## config.mk

```make
export PLATFORM = sky130hd
export DESIGN_NAME = apb_cmd_sequencer
export DESIGN_NICKNAME = d
export VERILOG_FILES = /design/src/rtl/apb_cmd_sequencer.sv
export SDC_FILE = /design/constraint.sdc
export NUM_CORES = 1
export LEC_CHECK = 0
export ABC_CLOCK_PERIOD_IN_PS = 2300
export BUFFER_PORTS_ARGS = -buffer_cell sky130_fd_sc_hd__buf_2
export CORE_ASPECT_RATIO = 1.2
export CORE_MARGIN = 4
export CORE_UTILIZATION = 50
export CTS_CLUSTER_SIZE = 8
export DETAILED_ROUTE_END_ITERATION = 10
export PLACE_DENSITY = 0.75
export SYNTH_ARGS = -nofsm -noshare
export SYNTH_HDL_FRONTEND = slang
export SYNTH_SLANG_ARGS = --single-unit
export TNS_END_PERCENT = 30
```

## constraint.sdc

```tcl
create_clock -name clk -period 2.3 [get_ports clk]
set_input_delay 0.23 -clock clk [delete_from_list [all_inputs] [get_ports clk]]
set_output_delay 0.23 -clock clk [all_outputs]
set_load 0.02 [all_outputs]
```

## src/rtl/apb_cmd_sequencer.sv

```systemverilog
// apb_cmd_sequencer: queues register write/read commands and issues them one at a
// time as an APB master, returning one response per command in order.
// Optional feature: define APB_SEQ_TIMEOUT_EN to abort ACCESS phases that see no
// PREADY within TIMEOUT_CYCLES cycles (response flagged with rsp_err).
module apb_cmd_sequencer #(
  parameter int ADDR_WIDTH     = 8,
  parameter int DATA_WIDTH     = 32,
  parameter int FIFO_DEPTH     = 4,
  parameter int TIMEOUT_CYCLES = 255,
  localparam int CNT_W         = $clog2(FIFO_DEPTH) + 1
) (
  input  logic                  clk,
  input  logic                  resetn,
  input  logic                  cmd_valid,
  output logic                  cmd_ready,
  input  logic                  cmd_write,
  input  logic [ADDR_WIDTH-1:0] cmd_addr,
  input  logic [DATA_WIDTH-1:0] cmd_wdata,
  output logic                  rsp_valid,
  input  logic                  rsp_ready,
  output logic                  rsp_write,
  output logic [DATA_WIDTH-1:0] rsp_rdata,
  output logic                  rsp_err,
  output logic [ADDR_WIDTH-1:0] PADDR,
  output logic                  PWRITE,
  output logic                  PSEL,
  output logic                  PENABLE,
  output logic [DATA_WIDTH-1:0] PWDATA,
  input  logic [DATA_WIDTH-1:0] PRDATA,
  input  logic                  PREADY,
  output logic                  busy,
  output logic [CNT_W-1:0]      fifo_count
);
  localparam int PTR_W = $clog2(FIFO_DEPTH);

  typedef struct packed {
    logic                  write;
    logic [ADDR_WIDTH-1:0] addr;
    logic [DATA_WIDTH-1:0] wdata;
  } cmd_t;

  typedef enum logic [1:0] {IDLE, SETUP, ACCESS, RESP} state_e;

  cmd_t             mem_q [FIFO_DEPTH];
  logic [PTR_W-1:0] wptr_q, rptr_q;
  logic [CNT_W-1:0] cnt_q, cnt_d;
  logic             push, pop, load, done;
  cmd_t             head;

  state_e                state_q, state_d;
  logic                  psel_q, psel_d, penable_q, penable_d, pwrite_q, pwrite_d;
  logic [ADDR_WIDTH-1:0] paddr_q, paddr_d;
  logic [DATA_WIDTH-1:0] pwdata_q, pwdata_d;
  logic                  rsp_valid_q, rsp_valid_d, rsp_write_q, rsp_write_d;
  logic [DATA_WIDTH-1:0] rsp_rdata_q, rsp_rdata_d;
`ifdef APB_SEQ_TIMEOUT_EN
  localparam int TMO_W = $clog2(TIMEOUT_CYCLES + 1);
  logic             rsp_err_q, rsp_err_d;
  logic [TMO_W-1:0] tmo_q, tmo_d;
`endif

  // Full blocks a push even when the FSM pops in the same cycle.
  assign cmd_ready  = (cnt_q != CNT_W'(FIFO_DEPTH));
  assign push       = cmd_valid && cmd_ready;
  assign head       = mem_q[rptr_q];
  assign fifo_count = cnt_q;
  assign busy       = (state_q != IDLE) || (cnt_q != '0);

  // FIFO occupancy follows push/pop; both in one cycle leaves it unchanged.
  always_comb begin
    cnt_d = cnt_q;
    case ({push, pop})
      2'b10:   cnt_d = cnt_q + CNT_W'(1);
      2'b01:   cnt_d = cnt_q - CNT_W'(1);
      default: cnt_d = cnt_q;
    endcase
  end

  // FIFO storage; contents need no reset since pointers gate every read.
  always_ff @(posedge clk) begin
    if (push) mem_q[wptr_q] <= {cmd_write, cmd_addr, cmd_wdata};
  end

  // FIFO pointers and count; pointer width makes wrap modulo FIFO_DEPTH.
  always_ff @(posedge clk or negedge resetn) begin
    if (!resetn) begin
      wptr_q <= '0;
      rptr_q <= '0;
      cnt_q  <= '0;
    end else begin
      if (push) wptr_q <= wptr_q + PTR_W'(1);
      if (pop)  rptr_q <= rptr_q + PTR_W'(1);
      cnt_q <= cnt_d;
    end
  end

  // Next state and next registered outputs for the APB transfer sequence.
  always_comb begin
    state_d     = state_q;
    pop         = 1'b0;
    load        = 1'b0;
    done        = 1'b0;
    psel_d      = psel_q;
    penable_d   = penable_q;
    paddr_d     = paddr_q;
    pwrite_d    = pwrite_q;
    pwdata_d    = pwdata_q;
    rsp_valid_d = rsp_valid_q;
    rsp_write_d = rsp_write_q;
    rsp_rdata_d = rsp_rdata_q;
`ifdef APB_SEQ_TIMEOUT_EN
    rsp_err_d   = rsp_err_q;
    tmo_d       = tmo_q;
`endif
    case (state_q)
      IDLE:  if (cnt_q != '0) load = 1'b1;
      SETUP: begin
        penable_d = 1'b1;
        state_d   = ACCESS;
`ifdef APB_SEQ_TIMEOUT_EN
        tmo_d     = '0;
`endif
      end
      ACCESS: begin
        if (PREADY) begin
          done        = 1'b1;
          rsp_rdata_d = pwrite_q ? '0 : PRDATA;
`ifdef APB_SEQ_TIMEOUT_EN
          rsp_err_d   = 1'b0;
        end else if (tmo_q == TMO_W'(TIMEOUT_CYCLES - 1)) begin
          done        = 1'b1;
          rsp_rdata_d = '0;
          rsp_err_d   = 1'b1;
        end else begin
          tmo_d = tmo_q + TMO_W'(1);
`endif
        end
      end
      RESP: begin
        if (rsp_ready) begin
          rsp_valid_d = 1'b0;
          rsp_write_d = 1'b0;
          rsp_rdata_d = '0;
`ifdef APB_SEQ_TIMEOUT_EN
          rsp_err_d   = 1'b0;
`endif
          // Go straight to the next transfer if one is queued.
          if (cnt_q != '0) load = 1'b1;
          else             state_d = IDLE;
        end
      end
      default: state_d = IDLE;
    endcase
    if (done) begin
      psel_d      = 1'b0;
      penable_d   = 1'b0;
      paddr_d     = '0;
      pwrite_d    = 1'b0;
      pwdata_d    = '0;
      rsp_valid_d = 1'b1;
      rsp_write_d = pwrite_q;
      state_d     = RESP;
    end
    if (load) begin
      pop       = 1'b1;
      psel_d    = 1'b1;
      penable_d = 1'b0;
      paddr_d   = head.addr;
      pwrite_d  = head.write;
      pwdata_d  = head.wdata;
      state_d   = SETUP;
    end
  end

  // State and output registers; reset drops any transfer and pending response.
  always_ff @(posedge clk or negedge resetn) begin
    if (!resetn) begin
      state_q     <= IDLE;
      psel_q      <= 1'b0;
      penable_q   <= 1'b0;
      paddr_q     <= '0;
      pwrite_q    <= 1'b0;
      pwdata_q    <= '0;
      rsp_valid_q <= 1'b0;
      rsp_write_q <= 1'b0;
      rsp_rdata_q <= '0;
`ifdef APB_SEQ_TIMEOUT_EN
      rsp_err_q   <= 1'b0;
      tmo_q       <= '0;
`endif
    end else begin
      state_q     <= state_d;
      psel_q      <= psel_d;
      penable_q   <= penable_d;
      paddr_q     <= paddr_d;
      pwrite_q    <= pwrite_d;
      pwdata_q    <= pwdata_d;
      rsp_valid_q <= rsp_valid_d;
      rsp_write_q <= rsp_write_d;
      rsp_rdata_q <= rsp_rdata_d;
`ifdef APB_SEQ_TIMEOUT_EN
      rsp_err_q   <= rsp_err_d;
      tmo_q       <= tmo_d;
`endif
    end
  end

  assign PSEL      = psel_q;
  assign PENABLE   = penable_q;
  assign PADDR     = paddr_q;
  assign PWRITE    = pwrite_q;
  assign PWDATA    = pwdata_q;
  assign rsp_valid = rsp_valid_q;
  assign rsp_write = rsp_write_q;
  assign rsp_rdata = rsp_rdata_q;
`ifdef APB_SEQ_TIMEOUT_EN
  assign rsp_err   = rsp_err_q;
`else
  assign rsp_err   = 1'b0;
`endif
endmodule
```

* After elaboration in Yosys (flattened, before gate mapping) *
Memory sizes are Yosys's and may differ from the RTL's.
Index checks and enable logic that the tools add are counted.

word-level totals
  input bits = 78
  bits in writable memories = 164
  memories = 1
  output and inout bits = 83
  register bits after elaboration = 86
  logic and storage cells = 74

operators by class
  reduce and logical (&&, ||, !) cells = 15
  add/sub/neg operators = 4
  equal/unequal tests = 10
  mux-type cells = 32

memory list
  name   words  bits a word  read ports  clocked after memory_dff  write ports  RTL line  source
  mem_q  4      41           1           0                         1            44        cmd_t mem_q [FIFO_DEPTH];

operator list
  operator                                                             number
  32-bit two-way mux                                                   5
  32-bit one-hot mux with 2 select lines                               1
  1-bit two-way mux                                                    17
  8-bit two-way mux                                                    2
  2-bit nonzero test                                                   6
  2-bit two-way mux                                                    4
  4-bit != test (second input constant)                                2
  2-bit == test (second input constant)                                3
  3-bit one-hot mux with 2 select lines                                1
  3-bit AND reduction                                                  2
  3-bit nonzero test                                                   2
  2-bit by 1-bit adder with 2-bit output (second input constant)       2
  2-bit by 1-bit == test with 1-bit output (second input constant)     2
  2-bit != test (second input constant)                                2
  2-bit one-hot mux with 2 select lines                                1
  4-bit nonzero test                                                   1
  3-bit by 1-bit adder with 3-bit output (second input constant)       1
  3-bit != test (second input constant)                                1
  3-bit by 1-bit subtractor with 3-bit output (second input constant)  1
  2-bit logical NOT                                                    1
  1-bit one-hot mux with 2 select lines                                1
  2-bit AND reduction                                                  1
  1-bit logical AND                                                    1
  1-bit logical OR                                                     1

* Logic depth before layout (Yosys ltp) *
  word-level depth = 7
  gate-level depth with buffers = 11
  mapped depth without buffers = 10

* Worst setup path before layout *
No wires, ideal clock.

  path kind = reg-to-reg
  start = reg state_q[0]
  end = reg cnt_q[2] (netlist: fifo_count[2])
  slack = -0.104 ns
  library setup time = 0.080 ns
  stages on the path, launching flop included = 11
  arrival time = 2.324 ns
  path through = dfrtp_1 > inv_1 > ha_1 > nor3_2 > buf_2 > ha_1 > inv_1 > fa_1 > xor2_1 > nor2_1 > xor2_1

between the ends
  word-level cells in the longest chain between the ends = 5
  elaborated cells on any way between the ends = 8
  classes of those cells = 3 x eq/ne; 3 x mux; 2 x reduce/logical

RTL lines
  what                                                                                RTL line  source
  start, declared                                                                     50        state_e state_q, state_d;
  start signal, assigned                                                              192       state_q <= state_d;
  2-bit == test / 2-bit logical NOT (equally long branches)                           115       case (state_q)
  1-bit one-hot mux with 2 select lines *                                             115
  via load                                                                            47        logic push, pop, load, done;
  1-bit two-way mux *                                                                 164       if (load) begin
  2-bit by 1-bit == test with 1-bit output / 2-bit == test (equally long branches)    72        case ({push, pop})
  3-bit one-hot mux with 2 select lines / 2-bit nonzero test (equally long branches)  -
  end signal, assigned                                                                93        cnt_q <= cnt_d;
  end, declared                                                                       46        logic [CNT_W-1:0] cnt_q, cnt_d;

The timed path passes the listed nets; every way through them passes the cells marked *.
A chain may end at the register's enable or synchronous reset.

* Final worst setup path *
  start = reg state_q[0]
  end = reg cnt_q[2] (netlist: fifo_count[2])

between the ends
  word-level cells in the longest chain between the ends = 5
  elaborated cells on any way between the ends = 8
  classes of those cells = 3 x eq/ne; 3 x mux; 2 x reduce/logical

RTL lines
  what                                                                                RTL line
  2-bit == test / 2-bit logical NOT (equally long branches)                           115
  1-bit one-hot mux with 2 select lines *                                             115
  1-bit two-way mux *                                                                 164
  2-bit by 1-bit == test with 1-bit output / 2-bit == test (equally long branches)    72
  3-bit one-hot mux with 2 select lines / 2-bit nonzero test (equally long branches)  -

Mark *: on every way between the ends. The rest lies on a longest branch, timed or not.

==> impl_metrics.yaml <==
hold_path:
  hold_start: "PREADY"
  hold_path_class: "input port to flop"
  hold_path_end: "rsp_write"
  hold_depth: 3
yosys:
  synthXorXnorAreaFrac_pct: 0.547
  synth_edf_count: 164
  synth_top_family_by_area: "multiplexers"
  mappedNetlistNets: 702
  netlist.area_leader.share_pct: 51.2
  syn_area_per_cell_um2: 15.7
  synthAdderAreaFrac_pct: 1.51
  synth.mux.area_fraction_pct: 9.72
  synth-async-reset-ratio_pct: 34.4
  ys_seq_area_share_pct: 73.6
  ys_types: 35
  synth-compound-area-share_pct: 2.99
  ys_seq_elements: 250
  synth_area_leaders: "edfxtp_1 (51%), dfrtp_1 (22%), mux4_2 (9.6%)"
  syn_inst: 613
  synth_area_um2: 9610
  synth-simple-area-share_pct: 9.09
  ys_dominant_reg_cell: "edfxtp_1"
  synth_warnings: 0
  yosys.area.top_type: "edfxtp_1"
route:
  vias: 6033
  dr.pass1.iters: 5
  ant_nets: 0
  wl_met2_um: 11000
  via_per_inst: 5.26
  dr.max_layer_used: "met4"
  drtIter0Drc: 284
  drc_errors: 0
  routed_wl_um: 21300
  drt-met1-wl_um: 8010
  wl_met3_um: 1680
  wl_per_cell_um: 18.6
cts:
  htreeDepth: 2
  numCtsBuffers: 37
  clk_pin_slew_ps: 50
  clock-root-buffer: "clkbuf_16"
  clk_path_buf_depth: 3
  tritoncts: "done"
  clock_sinks: 250
  clk_latency_ps: 510
place:
  dp_hpwl_um: 12400
  dp_slack_ps: 43.8
  numPortBuffers: 159
  dp.cells: 1009
  gp_congestion: 0.759
timing:
  finalCritPeriodShare_pct: 93.5
  finalSetupViolations: 0
  fin_tns_setup_ps: 0
  clock.fmax_mhz: 465
  worst_pin_slew_ps: 657
  rsz0062_at_grt: "false"
  slew_viol_final: 0
  final.setup.worst_slack_ps: 148
  hold_viol: 0
  slew_headroom_pct: 56.2
  fin_crit_ps: 2150
  final.setup_skew_ps: 18.7
layout:
  fill_cells: 1306
  nNetsFinal: 955
  layout_common_cells: "edfxtp_1 (164), buf_2 (158), nand2_1 (153)"
  final_common_cell: "edfxtp_1"
  instances_no_fill: 1148
  area_delta_synth_final_pct: 31.0
  drive_above_1_share_pct: 31.3
job:
  cap_violations: 0
floorplanning:
  start_util_pct: 51.0
  die-area_um2: 21500
  ios: 161
  die_h_um: 160
  die_w_um: 135
  std_cell_rows: 55
  fp.coreArea_um2: 18900
global_route:
  grtUsageTotal_pct: 20.4
  overflow: 0
  grt_pass1_wl_um: 34800
  antenna_found_initial: 1
  grt_pass1_vias: 6679
  grt_max_degree: 89
pwr:
  p_comb_share_pct: 32.7
  intPower_mw: 11.4
  p_switching_mw: 5.87
  pwr-share-seq_pct: 39.3
  leakage_nw: 5.19
  power_density_nw_per_um2: 1370
  ir_drop_mv: 0.791
  switching_share_pct: 34.0
  clkPwrFrac_pct: 28.0
critical_path:
  path_class: "flop to flop"
  reg2reg_setup_slack_ps: 150
  reg2reg_from: "state_q[0]"
  cp-startpoint: "state_q[0]"
  reg2reg_depth: 9
  cp.arrival_ps: 2570
  critPathMaxFanout: 5
  worstPathRequired_ps: 2720
  r2r_end: "fifo_count[2]"
  worst_setup_path_end_kind: "flop"
  critPathLaunchType: "flop"
run_status:
  run_status: "finished, final reports clean"
==> repair_timing <==
action	CTS	global route
resized for setup	0	5
buffers inserted	0	2
hold buffers	72	0
endpoints found under the setup margin	0	36
hold endpoints to repair	228	0
==> critical path, cell delays in order, from the launching register on <==
cell and delay [ps]:
dfrtp_2 430, inv_1 140, ha_4 240, nor3_4 190, ha_2 210, inv_1 60, fa_1 380, xor2_1 150
nor2_1 120, xor2_1 150
==> registers in the layout, indices dropped and copies added (netlist names), 2 cells and up <==
register	count
fifo_count	3
rsp_rdata	32
wptr_q	2
mem_q	164
state_q	2
PWDATA	32
rptr_q	2
PADDR	8
==> layout make-up <==
type                            count  area, µm²  share of cell area (%)
Inverter                            9       33.8                   0.268
Timing Repair Buffer              250       1750                    13.9
Sequential cell                   250       7080                    56.3
Clock buffer                       60       1010                    8.04
Clock inverter                      4       50.0                   0.398
Tap cell                          256        320                    2.54
Antenna cell                        1       2.50                  0.0199
Multi-Input combinational cell    318       2330                    18.5
==> worst max-delay path by stage <==
stage,end,cells after the start,slack (ps)
after floorplan,mem_q[2][0],3,-90
after global placement,rptr_q[1],6,120
after detailed placement,rptr_q[1],6,40
after CTS,rptr_q[1],6,30
after global routing,fifo_count[2],9,30
final,fifo_count[2],9,150
==> routing by layer <==
metal  vias to the layer above  GRT usage, %
met2                       253          35.8
li1                       2732             -
met5                         -             0
met4                         0          6.57
met3                        47          5.17
met1                      3001          24.7
==> synthesized netlist by cell type (3+ instances only) <==
library cell and instances:
and3_1 4, buf_2 10, buf_4 7, buf_6 4
clkbuf_1 14, dfrtp_1 86, edfxtp_1 164, ha_1 10
inv_1 9, mux4_2 41, nand2_1 154, nand3_1 35
nor2_1 5, o21ai_0 12, o21ai_1 31, xnor2_1 3
xor2_1 3
==> per-stage QoR <==
step           utilization (%)  hold WS, ps  total power [mW]  cell area, µm²
2_1_floorplan                -        -65.6              10.6            9620
3_3_place_gp              57.1          237              12.1           10800
3_5_place_dp              57.1          251              12.4           10800
4_1_cts                   66.5         15.9              17.4           12500
5_1_grt                   66.8         29.6              18.3           12600
6_report                  66.8         33.6              17.3           12600
==> cells by family after synthesis <==
group | count (synthesis)
flip-flops | 250
AND/OR/NAND/NOR | 208
AO/OA/AOI/OAI | 50
buffers and inverters | 45
multiplexers | 42
adder cells (fa/ha/maj) | 11
XOR/XNOR | 6
other | 1
==> power by group through the flow <==
stage | Clock (mW) | Sequential, mW | Combinational (mW)
after floorplan | 0 | 7.23 | 3.40
after global placement | 0 | 6.77 | 5.34
after detailed placement | 0 | 6.85 | 5.52
after CTS | 4.94 | 6.79 | 5.64
after global routing | 5.16 | 6.92 | 6.21
final | 4.83 | 6.78 | 5.65
No activity file was read; power rests on OpenSTA's default activity.
